$ cat src/rtl/tree_node_pkg.sv
// Shared types and helpers for the tree node dispatcher and its arbiters.
package tree_node_pkg;

  // Per-child channel state.
  typedef enum logic [1:0] {
    ST_IDLE = 2'd0,
    ST_BUSY = 2'd1,
    ST_PEND = 2'd2
  } child_state_t;

  // Arbitration modes shared by the dispatch and return arbiters.
  localparam int ARB_RR    = 0;
  localparam int ARB_FIXED = 1;

  // Number of set bits in a vector of up to 16 children.
  function automatic int popcount(input logic [15:0] v);
    int c;
    c = 0;
    for (int i = 0; i < 16; i++) begin
      if (v[i]) c = c + 1;
    end
    return c;
  endfunction

endpackage

$ cat src/rtl/tree_rr_arbiter.sv
// Round-robin or fixed-priority arbiter with a registered search pointer.
// In round-robin mode the search starts at the pointer, and the pointer moves
// to the slot after the winner on every advance. In fixed mode index 0 always
// has top priority and the pointer is not used.
module tree_rr_arbiter
  import tree_node_pkg::*;
#(
  parameter int N     = 5,
  parameter int MODE  = ARB_RR,
  parameter int IDX_W = $clog2(N)
) (
  input  logic             clk,
  input  logic             rst,
  input  logic [N-1:0]     req,
  input  logic             advance,
  output logic [N-1:0]     grant_onehot,
  output logic [IDX_W-1:0] grant_idx
);

  logic [IDX_W-1:0] ptr;
  logic [IDX_W-1:0] idx;
  logic             found;
  int               j;

  // Scan the requests starting at the pointer (or at 0) and take the first hit.
  always_comb begin
    grant_onehot = '0;
    grant_idx    = '0;
    found        = 1'b0;
    idx          = '0;
    j            = 0;
    for (int i = 0; i < N; i++) begin
      j = (MODE == ARB_FIXED) ? i : int'(ptr) + i;
      if (j >= N) j = j - N;
      idx = IDX_W'(j);
      if (!found && req[idx]) begin
        found             = 1'b1;
        grant_onehot[idx] = 1'b1;
        grant_idx         = idx;
      end
    end
  end

  // Move the pointer past the winner when the grant is actually used.
  always_ff @(posedge clk or posedge rst) begin
    if (rst) begin
      ptr <= '0;
    end else if (MODE == ARB_RR && advance && found) begin
      ptr <= (grant_idx == IDX_W'(N - 1)) ? '0 : grant_idx + IDX_W'(1);
    end
  end

endmodule

$ cat src/rtl/tree_node_dispatcher.sv
// Job dispatcher node: hands accepted jobs to idle children and returns their
// results in arbitrated order.
//
// Handshakes: a transfer happens on a rising clk edge where valid and ready are
// both high. in_ready depends only on registered child state, never on
// in_valid. Once out_valid is high it stays high with out_data/out_tag/
// out_child unchanged until out_ready is seen high.
module tree_node_dispatcher
  import tree_node_pkg::*;
#(
  parameter int N_CHILD  = 5,
  parameter int DATA_W   = 32,
  parameter int TAG_W    = 4,
  parameter int ARB_MODE = ARB_RR,
  parameter int CIDX_W   = $clog2(N_CHILD)
) (
  input  logic                      clk,
  input  logic                      rst,
  input  logic                      in_valid,
  output logic                      in_ready,
  input  logic [DATA_W-1:0]         in_data,
  input  logic [TAG_W-1:0]          in_tag,
  output logic [N_CHILD-1:0]        ch_start,
  output logic [N_CHILD*DATA_W-1:0] ch_data,
  input  logic [N_CHILD-1:0]        ch_done,
  input  logic [N_CHILD*DATA_W-1:0] ch_result,
  output logic                      out_valid,
  input  logic                      out_ready,
  output logic [DATA_W-1:0]         out_data,
  output logic [TAG_W-1:0]          out_tag,
  output logic [CIDX_W-1:0]         out_child,
  output logic [CIDX_W:0]           busy_cnt,
  output logic [15:0]               jobs_done,
  output logic                      err
);

  child_state_t      child_state [N_CHILD];
  logic [TAG_W-1:0]  tag_q       [N_CHILD];
  logic [DATA_W-1:0] res_q       [N_CHILD];

  logic [N_CHILD-1:0] idle_vec, busy_vec, pend_vec;
  logic [N_CHILD-1:0] disp_onehot, ret_onehot, ret_req, lock_mask;
  logic [CIDX_W-1:0]  disp_idx, ret_idx, ret_lock_idx;
  logic               ret_lock;
  logic               accept, out_fire;
  logic [15:0]        active16;

  // Decode child states into request vectors and the active count.
  always_comb begin
    idle_vec = '0;
    busy_vec = '0;
    pend_vec = '0;
    active16 = '0;
    for (int k = 0; k < N_CHILD; k++) begin
      idle_vec[k] = (child_state[k] == ST_IDLE);
      busy_vec[k] = (child_state[k] == ST_BUSY);
      pend_vec[k] = (child_state[k] == ST_PEND);
    end
    active16[N_CHILD-1:0] = ~idle_vec;
    busy_cnt = (CIDX_W+1)'(popcount(active16));
  end

  assign in_ready = |idle_vec;
  assign accept   = in_valid && in_ready;
  assign out_fire = out_valid && out_ready;

  // While a stalled result is on the port, only that child may be selected.
  always_comb begin
    lock_mask               = '0;
    lock_mask[ret_lock_idx] = 1'b1;
    ret_req                 = ret_lock ? (pend_vec & lock_mask) : pend_vec;
  end

  tree_rr_arbiter #(.N(N_CHILD), .MODE(ARB_MODE), .IDX_W(CIDX_W)) u_disp_arb (
    .clk          (clk),
    .rst          (rst),
    .req          (idle_vec),
    .advance      (accept),
    .grant_onehot (disp_onehot),
    .grant_idx    (disp_idx)
  );

  tree_rr_arbiter #(.N(N_CHILD), .MODE(ARB_MODE), .IDX_W(CIDX_W)) u_ret_arb (
    .clk          (clk),
    .rst          (rst),
    .req          (ret_req),
    .advance      (out_fire),
    .grant_onehot (ret_onehot),
    .grant_idx    (ret_idx)
  );

  // Present the selected PEND child's result; zero when nothing is pending.
  always_comb begin
    out_valid = |pend_vec;
    out_child = out_valid ? ret_idx : '0;
    out_data  = out_valid ? res_q[ret_idx] : '0;
    out_tag   = out_valid ? tag_q[ret_idx] : '0;
  end

  // Per-child IDLE/BUSY/PEND state machines with their data, tag and result slots.
  always_ff @(posedge clk or posedge rst) begin
    if (rst) begin
      ch_start <= '0;
      ch_data  <= '0;
      for (int k = 0; k < N_CHILD; k++) begin
        child_state[k] <= ST_IDLE;
        tag_q[k]       <= '0;
        res_q[k]       <= '0;
      end
    end else begin
      ch_start <= accept ? disp_onehot : '0;
      for (int k = 0; k < N_CHILD; k++) begin
        case (child_state[k])
          ST_IDLE: begin
            if (accept && disp_idx == CIDX_W'(k)) begin
              child_state[k]                 <= ST_BUSY;
              ch_data[k*DATA_W +: DATA_W]    <= in_data;
              tag_q[k]                       <= in_tag;
            end
          end
          ST_BUSY: begin
            if (ch_done[k]) begin
              child_state[k] <= ST_PEND;
              res_q[k]       <= ch_result[k*DATA_W +: DATA_W];
            end
          end
          ST_PEND: begin
            if (out_fire && ret_onehot[k]) child_state[k] <= ST_IDLE;
          end
          default: child_state[k] <= ST_IDLE;
        endcase
      end
    end
  end

  // Sticky error, completion counter and the output-stall lock.
  always_ff @(posedge clk or posedge rst) begin
    if (rst) begin
      err          <= 1'b0;
      jobs_done    <= '0;
      ret_lock     <= 1'b0;
      ret_lock_idx <= '0;
    end else begin
      if (|(ch_done & ~busy_vec)) err <= 1'b1;
      if (out_fire) jobs_done <= jobs_done + 16'd1;
      if (out_valid && !out_ready) begin
        ret_lock     <= 1'b1;
        ret_lock_idx <= ret_idx;
      end else begin
        ret_lock     <= 1'b0;
      end
    end
  end

endmodule

$ cat config.mk
export PLATFORM = sky130hd
export DESIGN_NAME = tree_node_dispatcher
export DESIGN_NICKNAME = d
export VERILOG_FILES = /design/src/rtl/tree_node_pkg.sv /design/src/rtl/tree_rr_arbiter.sv /design/src/rtl/tree_node_dispatcher.sv
export SDC_FILE = /design/constraint.sdc
export NUM_CORES = 1
export LEC_CHECK = 0
export CORE_UTILIZATION = 55
export DETAILED_ROUTE_END_ITERATION = 8
export DONT_BUFFER_PORTS = 1
export GPL_TIMING_DRIVEN = 0
export PLACE_DENSITY = 0.72
export SETUP_SLACK_MARGIN = 0.02
export SYNTH_ARGS = -nofsm -noshare
export SYNTH_HDL_FRONTEND = slang
export SYNTH_SLANG_ARGS = --single-unit
$ cat constraint.sdc
create_clock -name clk -period 16.5 [get_ports clk]
set_input_delay 1.65 -clock clk [delete_from_list [all_inputs] [get_ports clk]]
set_output_delay 1.65 -clock clk [all_outputs]
set_load 0.01 [all_outputs]
-- Word level (Yosys, flattened, before mapping)
Index checks and enable logic that the tools add are counted.
- register bits after elaboration: 382
- logic and storage cells: 316
- bits in read-only memories: 0
- output and inout bits: 227
- latch bits: 0
- bits in writable memories: 0
- memories kept: 0
- mux-type cells: 121
- divide/modulo/power cells: 0
- shift-type cells: 0
- reductions and logical operators: 67
- order comparisons: 33
- $add $sub $neg: 25
- equal/unequal tests: 30
- $mul: 0
- bitwise gates (word level): 13
- operator list (kind ; number):
    $bmux 32 s3 ; 1
    $mux 32 ; 3
    $mux 3 ; 23
    $mux 5 ; 12
    $lt 3x4->1 const B ; 11
    $or 5x5->5 ; 8
    $logic_and 1x1->1 ; 34
    $demux 1 s3 ; 11
    $ge 3x1->1 const B ; 11
    $mux 1 ; 33
    $ge 4x3->1 const B ; 8
    $bmux 1 s3 ; 10
    $mux 2 ; 15
    $pmux 2 s3 ; 5
    $sub 3x3->3 const B ; 10
    $mux 4 ; 7
    $ne 2x2->1 const B ; 10
    $reduce_and 2->1 ; 10
    $add 16x1->16 const B ; 1
    $add 3x2->4 const B ; 4
    $reduce_and 3->1 ; 5
    $reduce_or 5->1 ; 3
    $add 4x2->4 const B ; 3
    $bmux 4 s3 ; 1
    18 further kinds ; 50

-- Depth between registers and ports, before layout
- word-level depth: 26
- mapped depth: 20
- mapped depth without buffers: 16

-- Cells and area by module
Synthesis repeated with hierarchy kept, for this count alone.
- cells, all modules: 1427
- area total of the unflattened synthesis: 18999.5 um2
- by module, submodules not included (module ; cells an instance ; area each (um2) ; sequential area each (um2) ; times used):
    tree_node_dispatcher ; 1028 ; 16006.6 ; 9409.0 ; 1
    tree_rr_arbiter at u_ret_arb ; 218 ; 1577.8 ; 75.1 ; 1
    tree_rr_arbiter at u_disp_arb ; 181 ; 1415.1 ; 75.1 ; 1

-- Least setup slack after synthesis
No wires, ideal clock.
- path kind: flip-flop to output port
- start point: reg u_ret_arb.ptr[0]
- end point: out out_data[0]
- data arrival time: 4077 ps
- setup slack: 10773 ps
- cell stages (with the launch flop): 17
- required time: 14850 ps
- path buffers: 4
- cell sequence: dfrtp_1 > buf_2 > buf_2 > inv_1 > ha_1 > inv_1 > fa_1 > nor2_1 > xnor2_1 > mux2_2 > a2bb2oi_1 > nor2_1 > a311oi_1 > buf_4 > buf_4 > mux2i_1 > o221ai_1
- longest elaborated chain between the ends: 22
- RTL lines (item ; line ; source):
    start, declared ; tree_rr_arbiter.sv:20 ; logic [IDX_W-1:0] ptr;
    start signal, assigned ; tree_rr_arbiter.sv:49 ; ptr <= (grant_idx == IDX_W'(N - 1)) ? '0 : grant_idx + IDX_W'(1);
    parallel branches: the longest is 16 deep, another holds $add 3x1->4 ; - ;
    $mux 3 (*) ; tree_rr_arbiter.sv:36 ; if (!found && req[idx]) begin
    $not 3->4 (implied by the code) (*) ; tree_node_dispatcher.sv:96 ; out_data = out_valid ? res_q[ret_idx] : '0;
    $bmux 32 s3 (*) ; tree_node_dispatcher.sv:96 ;
    $mux 32 (implied by the code) (*) (2 in a row) ; tree_node_dispatcher.sv:96 ;
    $mux 32 (*) ; tree_node_dispatcher.sv:96 ;
    end, declared ; tree_node_dispatcher.sv:29 ; output logic [DATA_W-1:0] out_data,
Mark *: on every way between the ends. The select of a mux whose other input is x is not followed.

-- Worst setup path in the final report
- start point: reg u_ret_arb.ptr[0]
- end point: out out_data[15]
The elaborated chain is that of the path after synthesis.

==> results.md <==
- Status: finished clean
- Setup Buffers After CTS: 0
- Worst Path Max Fanout: 10
- Initial Utilization: 56.39%
- Total GRT Usage: 30.44%
- Mapped Nets: 1694
- Synth Area in Simple Gates: 6.873%
- Max-slew violation count: 0
- Residual DRC count: 0
- Cell variety after synth: 85
- Commonest cells after routing, fill and taps aside: dfrtp_1 (382), mux2_2 (300), mux2i_1 (85)
- Total congestion overflow: 0
- Crit-path cells: buf_2, buf_2, inv_1, ha_1, inv_1, fa_1, nor2_1, xnor2_1, mux2_2, a2bb2oi_1, nor4_1, o32ai_2, nand4_1, buf_2, o221ai_1
- DR pass1 iterations: 9
- Number of global-route vias before repair: 12885
- Synth area leader: dfrtp_1
- Synth Area in XOR/XNOR: 1.465%
- Post-synth EDFFs: 0
- CP delay by family, top: compound AO/OA/AOI/OAI gates
- Hpwl dp: 38930 um
- DR vias: 12652
- First-pass GRT wire length: 78200 um
- Post-synthesis mux area share: 25.61%
- Syn Std Cell Area: 18530 sq um
- CP peak stage delay: 0.66 ns
- Post-Synth Adder-Cell Area: 2.093%
- CORE AREA: 32870 sq um
- CP required: 14.85 ns
- Synth area leaders: dfrtp_1 (52%), mux2_2 (18%), mux2i_1 (4.6%), mux2_1 (2.7%), ha_1 (1.8%)
- Row cnt: 66
- RSZ-0062 raised after global routing: false
- Synth top area share: 51.58%
- Most common cell after layout, fill and taps aside: dfrtp_1
- Compound-gate portion of the synthesized area: 9.796%
- Type of the worst setup path: flop to output port
- H-tree Lvls: 2
- CTS Hold Bufs: 0
- Share of layout cells above drive strength 1: 27.82%
- FILL cells: 2634
- Highest-delay cell along the critical path: nand4_1
- Initial DRC count: 747
- Post-DRT Antenna Nets: 0
- HP Class: flop to flop
- Fin. Hold Viols: 0
- Skew-Pair Late Insertion Delay: 0.56 ns
- Crit path time final: 7.868 ns
- Synth Register Bits: 382
- Final Setup Violations: 0
- Largest net degree at the start of global routing: 134
- Initial antenna violation count: 13
- Least-Margin Pin Slew: 1.221 ns
- Number of port buffers: 0
- Most frequent CP cell: buf_2
- CTS tree: built
- WL per Instance: 26.72 um
- Clock Sink Count: 382
- Die width: 185.6 um
- Critical path arrival: 6.22 ns
- Crit path buffers/inverters: 5
- Skew final: 0.01738 ns
- GPL Wtd Cong: 0.9432
- CTS root buf: clkbuf_16
- Synthesis Warnings: 0
- Syn avg cell area: 12.69 sq um
- Largest family of logic cells by synthesized area: multiplexers
- Vias per inst: 6.367
- Final Net Count: 1740
- CP Capture Type: output port
- Post-CTS Resized: 0
- Die area: 34430 sq um
- Max_cap viols: 0
- Height of the die: 185.6 um
- Async S/R FF share, synth: 100.0%
- Rel. slew slack: 18.57%
- Num ports: 432
- Crit start category: flop
- Seq/Total Area, Yosys: 51.58%
- Clk slew on worst S/H paths: 0.05 ns
- Syn Inst Count: 1460
- Syn-to-layout area delta: 11.07%
- Crit share post-route: 47.69%
- Detailed Route WL: 53090 um
- Num CTS Buffers: 41
- Clk buf depth: 3
- F_max: 0.1271 GHz
- Main synth FF type: dfrtp_1
- Setup TNS: 0 ns
-- synthesized netlist by cell type (all sizes together), types with 9 or more instances --
cell type	number
buf	34
nor3	16
and3	10
xnor2	27
nand3b	11
inv	26
o221ai	37
nand3	21
a31oi	12
ha	27
clkbuf	39
nor2	48
dfrtp	382
mux2i	85
nand2b	22
o21ai	68
or3	9
nand2	48
a211oi	10
nand4	14
a21oi	40
mux2	344
a21o	14
-- registers in the layout (all words and copies together), names as in the netlist --
| register | count |
|---|---|
| ch_data | 160 |
| ch_start | 5 |
| child_state | 10 |
| err | 1 |
| jobs_done | 16 |
| res_q | 160 |
| ret_lock | 1 |
| ret_lock_idx | 3 |
| tag_q | 20 |
| u_disp_arb.ptr | 3 |
| u_ret_arb.ptr | 3 |
-- area by class of cell --
type	instances	area (sq um)	share of cell area [%]
Clock buffer	63	1220	5.927
Inverter	27	108.9	0.5288
Clock inverter	9	162.7	0.7902
Antenna cell	10	25.02	0.1216
Buffer	73	376.6	1.830
Timing Repair Buffer	3	82.58	0.4012
Multi-Input combinational cell	978	8496	41.27
Tap cell	442	553.0	2.687
Sequential cell	382	9559	46.44
-- worst paths after layout --
| path | startpoint | end | slack, ns | depth (start not counted) |
|---|---|---|---|---|
| max | u_ret_arb.ptr[0]$_DFFE_PP0P_ | out_data[15] | 8.63 | 15 |
| min | tag_q[1]$_DFFE_PP0P_ | tag_q[1]$_DFFE_PP0P_ | 0.48 | 1 |
| max reg2reg | u_disp_arb.ptr[0]$_DFFE_PP0P_ | tag_q[18]$_DFFE_PP0P_ | 10.74 | 18 |
| min reg2reg | tag_q[1]$_DFFE_PP0P_ | tag_q[1]$_DFFE_PP0P_ | 0.48 | 1 |
| max in group asynchronous | rst | ch_data[130]$_DFFE_PP0P_ | 14.27 | 3 |
| min in group asynchronous | rst | res_q[75]$_DFFE_PP0P_ | 0.85 | 1 |
-- per-layer routing --
layer  global-route usage, %  share of wire, %
met5                       0             0.057
met2                   50.43                49
met1                   37.60                39
met3                   8.198               7.8
met4                   12.59               3.3
-- metrics by stage --
step | util, % | std cells | hold slack, ns | cell area, sq um | worst slack [ns]
finish | 62.63 | 1987 | 0.4800 | 20580 | 8.632
global route | 62.61 | 1985 | 0.4975 | 20580 | 8.224
CTS | 62.55 | 1977 | 0.4847 | 20560 | 8.718
detailed placement | 58.34 | 1905 | 0.4726 | 19180 | 9.325
global placement | 58.07 | 1902 | 0.4619 | 19090 | 0.5972
floorplan | - | 1460 | 0.4512 | 18530 | 4.236
-- logic make-up (layout without fill, tap and decap cells) --
group,Yosys count,count (layout)
buffers and inverters,100,175
flip-flops,382,382
multiplexers,430,430
other,0,10
AO/OA/AOI/OAI,251,251
AND/OR/NAND/NOR,236,236
XOR/XNOR,31,31
adder cells (fa/ha/maj),30,30
Power is left out: the tool's default activity adds up to more than one toggle a clock period on the data nets, which glitch-free logic cannot reach.
